## src/rtl/alu_arbiter_if.sv

```systemverilog
// Shared ALU parameters and the requester/ALU bundle seen by alu_arbiter.
// The master modport is the requester and ALU side; the slave modport is the arbiter.
package alu_arbiter_pkg;
  parameter int ALU_OP_LENGTH = 4;
  parameter int DATA_W        = 32;
endpackage

interface alu_arbiter_if;
  import alu_arbiter_pkg::*;

  logic                     req0_valid;
  logic                     req0_ready;
  logic [ALU_OP_LENGTH-1:0] req0_opcode;
  logic [DATA_W-1:0]        req0_left;
  logic [DATA_W-1:0]        req0_right;

  logic                     req1_valid;
  logic                     req1_ready;
  logic [ALU_OP_LENGTH-1:0] req1_opcode;
  logic [DATA_W-1:0]        req1_left;
  logic [DATA_W-1:0]        req1_right;

  logic                     resp0_valid;
  logic                     resp0_ready;
  logic [DATA_W-1:0]        resp0_result;

  logic                     resp1_valid;
  logic                     resp1_ready;
  logic [DATA_W-1:0]        resp1_result;

  logic [ALU_OP_LENGTH-1:0] alu_opcode;
  logic [DATA_W-1:0]        alu_left;
  logic [DATA_W-1:0]        alu_right;
  logic [DATA_W-1:0]        alu_result;

  modport master (
    output req0_valid, req0_opcode, req0_left, req0_right,
    input  req0_ready,
    output req1_valid, req1_opcode, req1_left, req1_right,
    input  req1_ready,
    input  resp0_valid, resp0_result,
    output resp0_ready,
    input  resp1_valid, resp1_result,
    output resp1_ready,
    input  alu_opcode, alu_left, alu_right,
    output alu_result
  );

  modport slave (
    input  req0_valid, req0_opcode, req0_left, req0_right,
    output req0_ready,
    input  req1_valid, req1_opcode, req1_left, req1_right,
    output req1_ready,
    output resp0_valid, resp0_result,
    input  resp0_ready,
    output resp1_valid, resp1_result,
    input  resp1_ready,
    output alu_opcode, alu_left, alu_right,
    input  alu_result
  );
endinterface

```

## src/rtl/alu_arbiter.sv

```systemverilog
// Two-port round-robin arbiter in front of a shared combinational ALU, with a
// registered issue stage and one response buffer per requester.
module alu_arbiter
  import alu_arbiter_pkg::*;
(
  input logic          clk,
  input logic          reset,
  alu_arbiter_if.slave bus
);

  logic                       s1_valid_q, s1_valid_d;
  logic                       s1_owner_q, s1_owner_d;
  logic [ALU_OP_LENGTH-1:0]   s1_opcode_q, s1_opcode_d;
  logic signed [DATA_W-1:0]   s1_left_q, s1_left_d;
  logic signed [DATA_W-1:0]   s1_right_q, s1_right_d;
  logic                       last_grant_q, last_grant_d;

  logic [1:0]                 resp_valid_q, resp_valid_d;
  logic signed [DATA_W-1:0]   resp0_result_q, resp0_result_d;
  logic signed [DATA_W-1:0]   resp1_result_q, resp1_result_d;

  logic [1:0] req_valid;
  logic [1:0] resp_ready;
  logic [1:0] inflight;
  logic [1:0] eligible;
  logic [1:0] cand;
  logic [1:0] grant;
  logic [1:0] capture;

  assign req_valid  = {bus.req1_valid, bus.req0_valid};
  assign resp_ready = {bus.resp1_ready, bus.resp0_ready};

  // A port may issue only when nothing of its own is in S1 and its buffer
  // is free or being drained this cycle, so a capture never clobbers a result.
  always_comb begin
    inflight = {s1_valid_q & s1_owner_q, s1_valid_q & ~s1_owner_q};
    eligible = ~inflight & (~resp_valid_q | resp_ready);
    cand     = req_valid & eligible;
    grant    = 2'b00;
    if (!reset) begin
      grant[0] = cand[0] & (~cand[1] | last_grant_q);
      grant[1] = cand[1] & (~cand[0] | ~last_grant_q);
    end
  end

  always_comb begin
    s1_valid_d   = |grant;
    s1_owner_d   = s1_owner_q;
    s1_opcode_d  = s1_opcode_q;
    s1_left_d    = s1_left_q;
    s1_right_d   = s1_right_q;
    last_grant_d = last_grant_q;
    if (grant[0]) begin
      s1_owner_d   = 1'b0;
      s1_opcode_d  = bus.req0_opcode;
      s1_left_d    = bus.req0_left;
      s1_right_d   = bus.req0_right;
      last_grant_d = 1'b0;
    end else if (grant[1]) begin
      s1_owner_d   = 1'b1;
      s1_opcode_d  = bus.req1_opcode;
      s1_left_d    = bus.req1_left;
      s1_right_d   = bus.req1_right;
      last_grant_d = 1'b1;
    end
  end

  // The ALU result belongs to whoever owns S1; capture takes priority over drain.
  always_comb begin
    capture        = inflight;
    resp_valid_d   = capture | (resp_valid_q & ~resp_ready);
    resp0_result_d = capture[0] ? bus.alu_result : resp0_result_q;
    resp1_result_d = capture[1] ? bus.alu_result : resp1_result_q;
  end

  // ---- S1 issue stage / response buffers ----
  always_ff @(posedge clk or posedge reset) begin
    if (reset) begin
      s1_valid_q     <= 1'b0;
      s1_owner_q     <= 1'b0;
      s1_opcode_q    <= '0;
      s1_left_q      <= '0;
      s1_right_q     <= '0;
      last_grant_q   <= 1'b1;
      resp_valid_q   <= 2'b00;
      resp0_result_q <= '0;
      resp1_result_q <= '0;
    end else begin
      s1_valid_q     <= s1_valid_d;
      s1_owner_q     <= s1_owner_d;
      s1_opcode_q    <= s1_opcode_d;
      s1_left_q      <= s1_left_d;
      s1_right_q     <= s1_right_d;
      last_grant_q   <= last_grant_d;
      resp_valid_q   <= resp_valid_d;
      resp0_result_q <= resp0_result_d;
      resp1_result_q <= resp1_result_d;
    end
  end

  assign bus.req0_ready   = grant[0];
  assign bus.req1_ready   = grant[1];
  assign bus.resp0_valid  = resp_valid_q[0];
  assign bus.resp1_valid  = resp_valid_q[1];
  assign bus.resp0_result = resp0_result_q;
  assign bus.resp1_result = resp1_result_q;
  assign bus.alu_opcode   = s1_opcode_q;
  assign bus.alu_left     = s1_left_q;
  assign bus.alu_right    = s1_right_q;

endmodule

```

## src/flat_wrapper.sv

```systemverilog
// flat-port wrapper written by rule: the top's interface ports become plain ports
module alu_arbiter_flat import alu_arbiter_pkg::*;
  (clk, reset, bus_req0_valid, bus_req0_opcode, bus_req0_left, bus_req0_right, bus_req0_ready, bus_req1_valid, bus_req1_opcode, bus_req1_left, bus_req1_right, bus_req1_ready, bus_resp0_valid, bus_resp0_result, bus_resp0_ready, bus_resp1_valid, bus_resp1_result, bus_resp1_ready, bus_alu_opcode, bus_alu_left, bus_alu_right, bus_alu_result);
  alu_arbiter_if bus_i ();
  input logic clk;
  input logic reset;
  input wire logic [$bits(bus_i.req0_valid)-1:0] bus_req0_valid;
  input wire logic [$bits(bus_i.req0_opcode)-1:0] bus_req0_opcode;
  input wire logic [$bits(bus_i.req0_left)-1:0] bus_req0_left;
  input wire logic [$bits(bus_i.req0_right)-1:0] bus_req0_right;
  output wire logic [$bits(bus_i.req0_ready)-1:0] bus_req0_ready;
  input wire logic [$bits(bus_i.req1_valid)-1:0] bus_req1_valid;
  input wire logic [$bits(bus_i.req1_opcode)-1:0] bus_req1_opcode;
  input wire logic [$bits(bus_i.req1_left)-1:0] bus_req1_left;
  input wire logic [$bits(bus_i.req1_right)-1:0] bus_req1_right;
  output wire logic [$bits(bus_i.req1_ready)-1:0] bus_req1_ready;
  output wire logic [$bits(bus_i.resp0_valid)-1:0] bus_resp0_valid;
  output wire logic [$bits(bus_i.resp0_result)-1:0] bus_resp0_result;
  input wire logic [$bits(bus_i.resp0_ready)-1:0] bus_resp0_ready;
  output wire logic [$bits(bus_i.resp1_valid)-1:0] bus_resp1_valid;
  output wire logic [$bits(bus_i.resp1_result)-1:0] bus_resp1_result;
  input wire logic [$bits(bus_i.resp1_ready)-1:0] bus_resp1_ready;
  output wire logic [$bits(bus_i.alu_opcode)-1:0] bus_alu_opcode;
  output wire logic [$bits(bus_i.alu_left)-1:0] bus_alu_left;
  output wire logic [$bits(bus_i.alu_right)-1:0] bus_alu_right;
  input wire logic [$bits(bus_i.alu_result)-1:0] bus_alu_result;
  assign bus_i.req0_valid = bus_req0_valid;
  assign bus_i.req0_opcode = bus_req0_opcode;
  assign bus_i.req0_left = bus_req0_left;
  assign bus_i.req0_right = bus_req0_right;
  assign bus_req0_ready = bus_i.req0_ready;
  assign bus_i.req1_valid = bus_req1_valid;
  assign bus_i.req1_opcode = bus_req1_opcode;
  assign bus_i.req1_left = bus_req1_left;
  assign bus_i.req1_right = bus_req1_right;
  assign bus_req1_ready = bus_i.req1_ready;
  assign bus_resp0_valid = bus_i.resp0_valid;
  assign bus_resp0_result = bus_i.resp0_result;
  assign bus_i.resp0_ready = bus_resp0_ready;
  assign bus_resp1_valid = bus_i.resp1_valid;
  assign bus_resp1_result = bus_i.resp1_result;
  assign bus_i.resp1_ready = bus_resp1_ready;
  assign bus_alu_opcode = bus_i.alu_opcode;
  assign bus_alu_left = bus_i.alu_left;
  assign bus_alu_right = bus_i.alu_right;
  assign bus_i.alu_result = bus_alu_result;
  alu_arbiter u_core (.clk(clk), .reset(reset), .bus(bus_i));
endmodule
```

## config.mk

```make
export PLATFORM = sky130hd
export DESIGN_NAME = alu_arbiter_flat
export DESIGN_NICKNAME = d
export VERILOG_FILES = /design/src/rtl/alu_arbiter_if.sv /design/src/rtl/alu_arbiter.sv /design/src/flat_wrapper.sv
export SDC_FILE = /design/constraint.sdc
export NUM_CORES = 1
export LEC_CHECK = 0
export ABC_AREA = 1
export BUFFER_PORTS_ARGS = -buffer_cell sky130_fd_sc_hd__buf_2
export CAP_MARGIN = 20
export CORE_AREA = 2 2 122 124
export CTS_CLUSTER_DIAMETER = 150
export CTS_CLUSTER_SIZE = 20
export DETAILED_ROUTE_END_ITERATION = 8
export DIE_AREA = 0 0 124 126
export GPL_TIMING_DRIVEN = 0
export HOLD_SLACK_MARGIN = 0.1
export PLACE_DENSITY = 0.75
export SYNTH_ARGS = -nofsm -noshare
export SYNTH_HDL_FRONTEND = slang
export SYNTH_SLANG_ARGS = --single-unit
```

## constraint.sdc

```tcl
create_clock -name clk -period 11.12 [get_ports clk]
set_input_delay 1.668 -clock clk [delete_from_list [all_inputs] [get_ports clk]]
set_output_delay 1.668 -clock clk [all_outputs]
set_load 0.05 [all_outputs]
```

# ---- After elaboration in Yosys (flattened, before gate mapping)
# Index checks and enable logic that the tools add are counted.
dict set report totals {
  regBits 137
  inputBits 174
  out_inout_bits 136
  wordCells 38
}
dict set report classes {
  mux 9
  n_bitwise 18
  n_reduce_logical 2
}
# cell n
set ops {}
lappend ops {{$mux 32} 4}
lappend ops {{$mux 4} 2}
lappend ops {{$and 2x2->2} 3}
lappend ops {{$not 2->2} 3}
lappend ops {{$and 1x1->1} 4}
lappend ops {{$not 1->1} 4}
lappend ops {{$or 2x2->2} 2}
lappend ops {{$mux 1} 2}
lappend ops {{$mux 2} 1}
lappend ops {{$or 1x1->1} 2}
lappend ops {{$reduce_bool 2->1} 1}
lappend ops {{$reduce_or 2->1} 1}

# ---- Depth between registers and ports, before layout
# Gate-level depths: netlist of the first run.
dict set report logic_depth {
  ltp_word 11
  depth_mapped 11
  ltp_nobuf 9
}

# ---- Worst setup path after synthesis of the first run
# OpenSTA, ideal clock, no wires.
dict set report synth_path {
  path_kind {input -> output}
  startpoint {input port reset}
  endpoint {output port bus_req1_ready}
  arrival_ns 5.907
  required_ns 9.452
  path_slack_ns 3.545
  stages 4
  n_path_buf 0
  path_cell_list {inv_1 nand4_1 or2_2 inv_1}
}
dict set report synth_between {
  elab_chain_len 1
}
# element line
set synth_lines {}
lappend synth_lines {{start: declaration} flat_wrapper.sv:6} ;# input logic reset;
lappend synth_lines {{$mux 2} alu_arbiter.sv:40} ;# if (!reset) begin
lappend synth_lines {{end: declaration} flat_wrapper.sv:16} ;# output wire logic [$bits(bus_i.req1_ready)-1:0] bus_req1_ready;
# Every way passes these cells.

# ---- Worst setup path in the final report of the first run
# Ends and elaborated chain as after synthesis.

==> results.sh, run 1 <==
export IMPL_yosys_area_share_adder_pct=0
export IMPL_max_freq_mhz=185
export IMPL_muxShareOfSynthArea_pct=0
export IMPL_syn_inst=785
export IMPL_cp_arrival_ns=3.72
export IMPL_ant_nets=0
export IMPL_insertion_delay_ns=0.42
export IMPL_rrSetupSlack_ns=9.30
export IMPL_core_area_um2=14300
export IMPL_gp_congestion=0.912
export IMPL_post_cts_buffers=0
export IMPL_hold_violations=0
export IMPL_hold_depth=2
export IMPL_fp_dieW_um=124
export IMPL_grt_pass1_wl_um=29900
export IMPL_final_setup_viol_count=0
export IMPL_wl_per_cell_um=14.6
export IMPL_io_pins=310
export IMPL_cts_tree="built"
export IMPL_synth_top_family_by_area="simple AND/OR/NAND/NOR gates"
export IMPL_grt_usage_pct=24.8
export IMPL_synthXorXnorAreaFrac_pct=0
export IMPL_numCtsBuffers=17
export IMPL_postRouteWirelength_um=19100
export IMPL_htreeDepth=4
export IMPL_clkTransAtPathRegs_ns=0.06
export IMPL_n_fill_cell=1341
export IMPL_holdBufCountCts=0
export IMPL_cts_resized=0
export IMPL_nets=1288
export IMPL_portBuffers=309
export IMPL_place_ws_ns=5.62
export IMPL_syn_to_final_growth_pct=39.0
export IMPL_setup_slack_ns=5.73
export IMPL_avgSynthCellArea_um2=7.89
export IMPL_die_area_um2=15600
export IMPL_grt_ovfl_total=0
export IMPL_worst_slew_pin_slew_ns=0.517
export IMPL_fin_crit_sh_pct=48.5
export IMPL_rsz0062_at_grt="false"
export IMPL_synth_seq_cells=137
export IMPL_cp_data_required_time_ns=9.45
export IMPL_post_route_drc_count=0
export IMPL_synthSimpleGateAreaFrac_pct=32.7
export IMPL_min_from="u_core.bus.resp0_result[16]$_DFFE_PP0P_"
export IMPL_viasPerCell=4.87
export IMPL_yosysWarnings=0
export IMPL_dpl_hpwl_um=14400
export IMPL_synth_nets=959
export IMPL_die_y_um=126
export IMPL_initial_core_util_pct=43.3
export IMPL_ys_types=19
export IMPL_cts_root_buffer="clkbuf_16"
export IMPL_crit_type="input port to primary output"
export IMPL_hold_path_endpoint="u_core.bus.resp0_result[16]$_DFFE_PP0P_"
export IMPL_endpoint_kind="primary output"
export IMPL_relSlewSlack_pct=65.5
export IMPL_layout_common_cells="nand2_1, buf_2, nand3_1, dfrtp_1, o21ai_0"
export IMPL_grt_max_degree=99
export IMPL_drv_cap=0
export IMPL_synth_area_leaders="dfrtp_1, nand2_1, nand3_1"
export IMPL_clock_skew_ns=0.00576
export IMPL_r2r_start="u_core.s1_valid_q$_DFF_PP0_"
export IMPL_reg2reg_depth=7
export IMPL_drive_gt1_share_pct=33.5
export IMPL_status="finished, final reports clean"
export IMPL_route_vias_total=6393
export IMPL_r2r_end="u_core.s1_owner_q$_DFFE_PP0P_"
export IMPL_tns_ns=0
export IMPL_p_leak_nw=5.09
export IMPL_dr_pass1_iters=5
export IMPL_peakVddDrop_mv=0.164
export IMPL_grt_antenna_before_repair=1
export IMPL_synth_compound_area_share_pct=5.33
export IMPL_cts_num_sinks=137
export IMPL_holdWs_ns=0.478
export IMPL_cp_start_kind="input port"
export IMPL_layout_min_cycle_time_ns=5.39
export IMPL_critical_path_peak_fanout=98
export IMPL_first_global_vias=6086
export IMPL_drt_iter0_drc=336
export IMPL_final_common_cell="nand2_1"
export IMPL_report_final_slew_viol_count=0
export IMPL_ys_seq_area_share_pct=55.4
export IMPL_rows=44
export IMPL_syn_area_um2=6200
export IMPL_yosysTopAreaCell="dfrtp_1"
export IMPL_hold_path_class="flop to flop"
export IMPL_powerDensity_nw_per_um2=336
export IMPL_cts_path_max_buffers=2
export IMPL_synth_top_cell_area_share_pct=54.9
## worst max path at each step
stage / from / endpoint / slack, ns / depth (start not counted)
5_1_grt: reset / bus_req1_ready / 5.48 / 7
2_1_floorplan: reset / bus_req1_ready / 3.54 / 4
6_report: reset / bus_req1_ready / 5.73 / 7
4_1_cts: reset / bus_req1_ready / 5.62 / 7
3_5_place_dp: reset / bus_req1_ready / 5.62 / 7
3_3_place_gp: reset / bus_req1_ready / 1.57 / 6
## registers in the layout, summed over array words and instances (netlist names), 2 cells and up
register,flops
u_core.bus.alu_left,32
u_core.bus.alu_opcode,4
u_core.bus.alu_right,32
u_core.bus.resp0_result,32
u_core.bus.resp1_result,32
u_core.resp_valid_q,2
## synthesized netlist by cell type
master    number
nand2_1      342
buf_4          3
nand3_2        1
clkbuf_1      27
or2_2          1
buf_2         24
nor2_1         1
buf_6          1
dfrtp_1      136
inv_1         39
o21ai_0       66
dfstp_2        1
buf_1          1
nand2_2        2
inv_2          1
nor2_4         1
nand3_1      136
nand4_2        1
nand4_1        1
## layout make-up
type / instances / area (um2) / area share, %
multi-input combinational: 552 / 2360 / 27.4
sequential: 137 / 3430 / 39.8
antenna: 1 / 2.50 / 0.0291
buffer: 56 / 259 / 3.01
timing repair buffer: 310 / 1570 / 18.3
clock inverter: 12 / 149 / 1.73
tap: 184 / 230 / 2.67
clock buffer: 20 / 457 / 5.30
inverter: 40 / 155 / 1.80
## per-stage QoR
stage / util, % / cells / total power, mW / area [um2]
floorplan: - / 785 / 1.93 / 6200
global placement: 55.7 / 1278 / 2.30 / 7970
detailed placement: 55.9 / 1279 / 2.32 / 8010
CTS: 60.2 / 1311 / 2.90 / 8610
global route: 60.2 / 1312 / 3.04 / 8610
finish: 60.2 / 1312 / 2.89 / 8610
## metal layers
| layer | vias to the layer above | track usage, % | routed length, um |
|---|---|---|---|
| met5 | - | 0 | 0 |
| met4 | 0 | 10.6 | 549 |
| met3 | 43 | 5.80 | 1160 |
| met2 | 244 | 40.8 | 9400 |
| met1 | 2951 | 31.2 | 7980 |
| li1 | 3155 | - | - |
## critical path, stage by stage
cell and delay, ns:
buf_2 0.14, inv_6 0.30, buf_16 0.43, nand4_1 0.41, or2_2 0.44, inv_1 0.06
buf_2 0.26
## where the power goes
group	leakage, nW	internal [mW]	switching (mW)
registers	1.69	0.719	0.114
clock network	0.288	0.363	0.212
logic	3.11	0.314	1.17
## cells by family after synthesis
| kind of cell | count (synthesis) |
|---|---|
| flip-flops | 137 |
| buffers and inverters | 96 |
| AO/OA/AOI/OAI | 66 |
| AND/OR/NAND/NOR | 486 |
Note: power is estimated with default switching activity, not from simulation.
==> run 2: changes to the inputs <==
- CORE_AREA: 2 2 122 124 -> default
- CORE_ASPECT_RATIO: default -> 2
- CORE_MARGIN: default -> 2
- CORE_UTILIZATION: default -> 42
- DIE_AREA: 0 0 124 126 -> default
- clock period: 11.12 -> 4.9 ns (I/O delays scaled with it)
==> run 2 against run 1 <==
Against the previous run: sequential power up 130%; total power up 120%; cell count is 0.69% higher; die area up 1.1%; sequential share of layout area is the same; worst setup slack worse by 4.0 ns; sequential cell count did not move; clock skew grew 0.0095 ns; first-iteration DRC count decreased by 14%; utilization down 0.48 points; largest cell class unchanged.
==> results.sh, run 2 (synthesis results as in run 1) <==
export IMPL_status="finished, final reports clean"
export IMPL_max_freq_mhz=316
export IMPL_die_y_um=176
export IMPL_route_vias_total=6443
export IMPL_portBuffers=309
export IMPL_critical_path_peak_fanout=26
export IMPL_antenna_cells=0
export IMPL_drt_iter0_drc=288
export IMPL_dp_cells=1289
export IMPL_syn_to_final_growth_pct=39.0
export IMPL_hold_path_class="input port to async pin"
export IMPL_p_switching_mw=3.47
export IMPL_grt_max_degree=41
export IMPL_final_setup_viol_count=0
export IMPL_postRouteWirelength_um=20000
export IMPL_cts_resized=0
export IMPL_cp_start_kind="input port"
export IMPL_drv_cap=0
export IMPL_viasPerCell=4.88
export IMPL_grt_ovfl_total=0
export IMPL_layout_common_cells="nand2_1, buf_2, nand3_1, dfrtp_1, o21ai_0"
export IMPL_post_route_drc_count=0
export IMPL_p_comb_share_pct=51.9
export IMPL_peakVddDrop_mv=0.392
export IMPL_p_clk_share_pct=18.8
export IMPL_cts_tree="built"
export IMPL_io_pins=310
export IMPL_cts_root_buffer="clkbuf_16"
export IMPL_numCtsBuffers=17
export IMPL_rsz0062_at_grt="false"
export IMPL_grt_usage_pct=25.1
export IMPL_final_common_cell="nand2_1"
export IMPL_cp_slowest_cell="or2_2"
export IMPL_hold_violations=0
export IMPL_core_area_um2=14400
export IMPL_p_int_mw=3.03
export IMPL_htreeDepth=4
export IMPL_grt_pass1_wl_um=31700
export IMPL_crit_chain="buf_2 -> clkinvlp_4 -> nand4_1 -> or2_2 -> inv_1 -> buf_2"
export IMPL_rows=62
export IMPL_cp_data_required_time_ns=4.16
export IMPL_powerDensity_nw_per_um2=754
export IMPL_seq_power_share_pct=29.3
export IMPL_first_global_vias=6488
export IMPL_r2r_start="u_core.s1_valid_q$_DFF_PP0_"
export IMPL_drive_gt1_share_pct=33.7
export IMPL_dpl_hpwl_um=16000
export IMPL_fin_util_pct=59.7
export IMPL_nets=1290
export IMPL_cpPeakStageDelay_ns=0.43
export IMPL_worst_slew_pin_slew_ns=0.585
export IMPL_layout_min_cycle_time_ns=3.17
export IMPL_switching_share_pct=53.4
export IMPL_cts_path_max_buffers=2
export IMPL_initial_core_util_pct=42.9
export IMPL_crit_type="input port to primary output"
export IMPL_clock_skew_ns=0.0152
export IMPL_fp_dieW_um=89.9
export IMPL_die_area_um2=15800
export IMPL_dr_pass1_iters=4
export IMPL_wl_per_cell_um=15.1
export IMPL_cp_common_cell="buf_2"
export IMPL_post_cts_buffers=0
export IMPL_holdBufCountCts=0
export IMPL_p_leak_nw=5.08
export IMPL_cp_arrival_ns=2.43
export IMPL_relSlewSlack_pct=60.9
export IMPL_gp_congestion=0.890
export IMPL_cp_startpoint="reset"
export IMPL_ant_nets=0
export IMPL_report_final_slew_viol_count=0
export IMPL_clkTransAtPathRegs_ns=0.06
export IMPL_fin_crit_sh_pct=64.6
export IMPL_endpoint_kind="primary output"
export IMPL_finalNonFillerCells=1321
export IMPL_insertion_delay_ns=0.42
export IMPL_grt_antenna_before_repair=0
export IMPL_cts_num_sinks=137
## run 2: cell types whose count changed in the layout (fill, tap and decap cells not counted), sizes merged
| cell | previous run | this run |
|---|---|---|
| buf | 339 | 341 |
| bufinv | 3 | 0 |
| clkbuf | 47 | 45 |
| clkinv | 5 | 4 |
| clkinvlp | 4 | 3 |
| diode | 1 | 0 |
| inv | 40 | 47 |
## run 2: area by class of cell
cell class              instances  area, um2
plain buffers                  56        259
clock buffers                  18        439
clock inverters                14        128
fillers                      1415       5820
inverters                      40        154
multi-input cells             552       2360
flip-flops and latches        137       3430
well taps                     192        240
repair buffers                312       1610
## run 2: power by group through the flow
stage | Combinational (mW) | Clock, mW | Sequential (mW)
after floorplan | 0.746 | 0 | 3.63
after global placement | 3.35 | 0 | 1.90
after detailed placement | 3.39 | 0 | 1.91
after CTS | 3.39 | 1.24 | 1.90
after global routing | 3.57 | 1.30 | 1.96
final | 3.37 | 1.22 | 1.90
## run 2: per-stage QoR
step | hold WS (ns) | worst slack, ns | instance area [um2] | total power [mW] | setup TNS (ns)
after detailed placement | 0.467 | 1.66 | 8050 | 5.30 | 0
after global placement | 0.461 | -1.06 | 7990 | 5.25 | -54.19
after CTS | 0.424 | 1.66 | 8610 | 6.54 | 0
final | 0.417 | 1.73 | 8610 | 6.49 | 0
after global routing | 0.463 | 1.51 | 8610 | 6.82 | 0
after floorplan | 0.510 | 0.457 | 6200 | 4.37 | 0
## run 2: worst max-delay path, delay by kind of cell
kind	cells	cell delay, ns
and+or+nand+nor	2	0.84
buffers and inverters	4	0.84
## run 2: path summary, 6_finish.rpt
kind / to / slack, ns / depth (start not counted)
min in group clk: u_core.bus.resp0_result[7]$_DFFE_PP0P_ / 0.48 / 2
max: bus_req1_ready / 1.73 / 6
max in group asynchronous: u_core.bus.alu_right[23]$_DFFE_PP0P_ / 3.63 / 4
max reg2reg: u_core.bus.alu_right[15]$_DFFE_PP0P_ / 3.09 / 8
min reg2reg: u_core.bus.resp0_result[7]$_DFFE_PP0P_ / 0.48 / 2
min: u_core.bus.alu_right[3]$_DFFE_PP0P_ / 0.42 / 2
## run 2: metal layers
metal / up-vias / GRT usage, % / wire length [um]
li1: 3153 / - / -
met1: 2989 / 26.5 / 7270
met2: 248 / 46.9 / 10900
met3: 53 / 5.66 / 1060
met4: 0 / 12.1 / 749
met5: - / 0 / 0
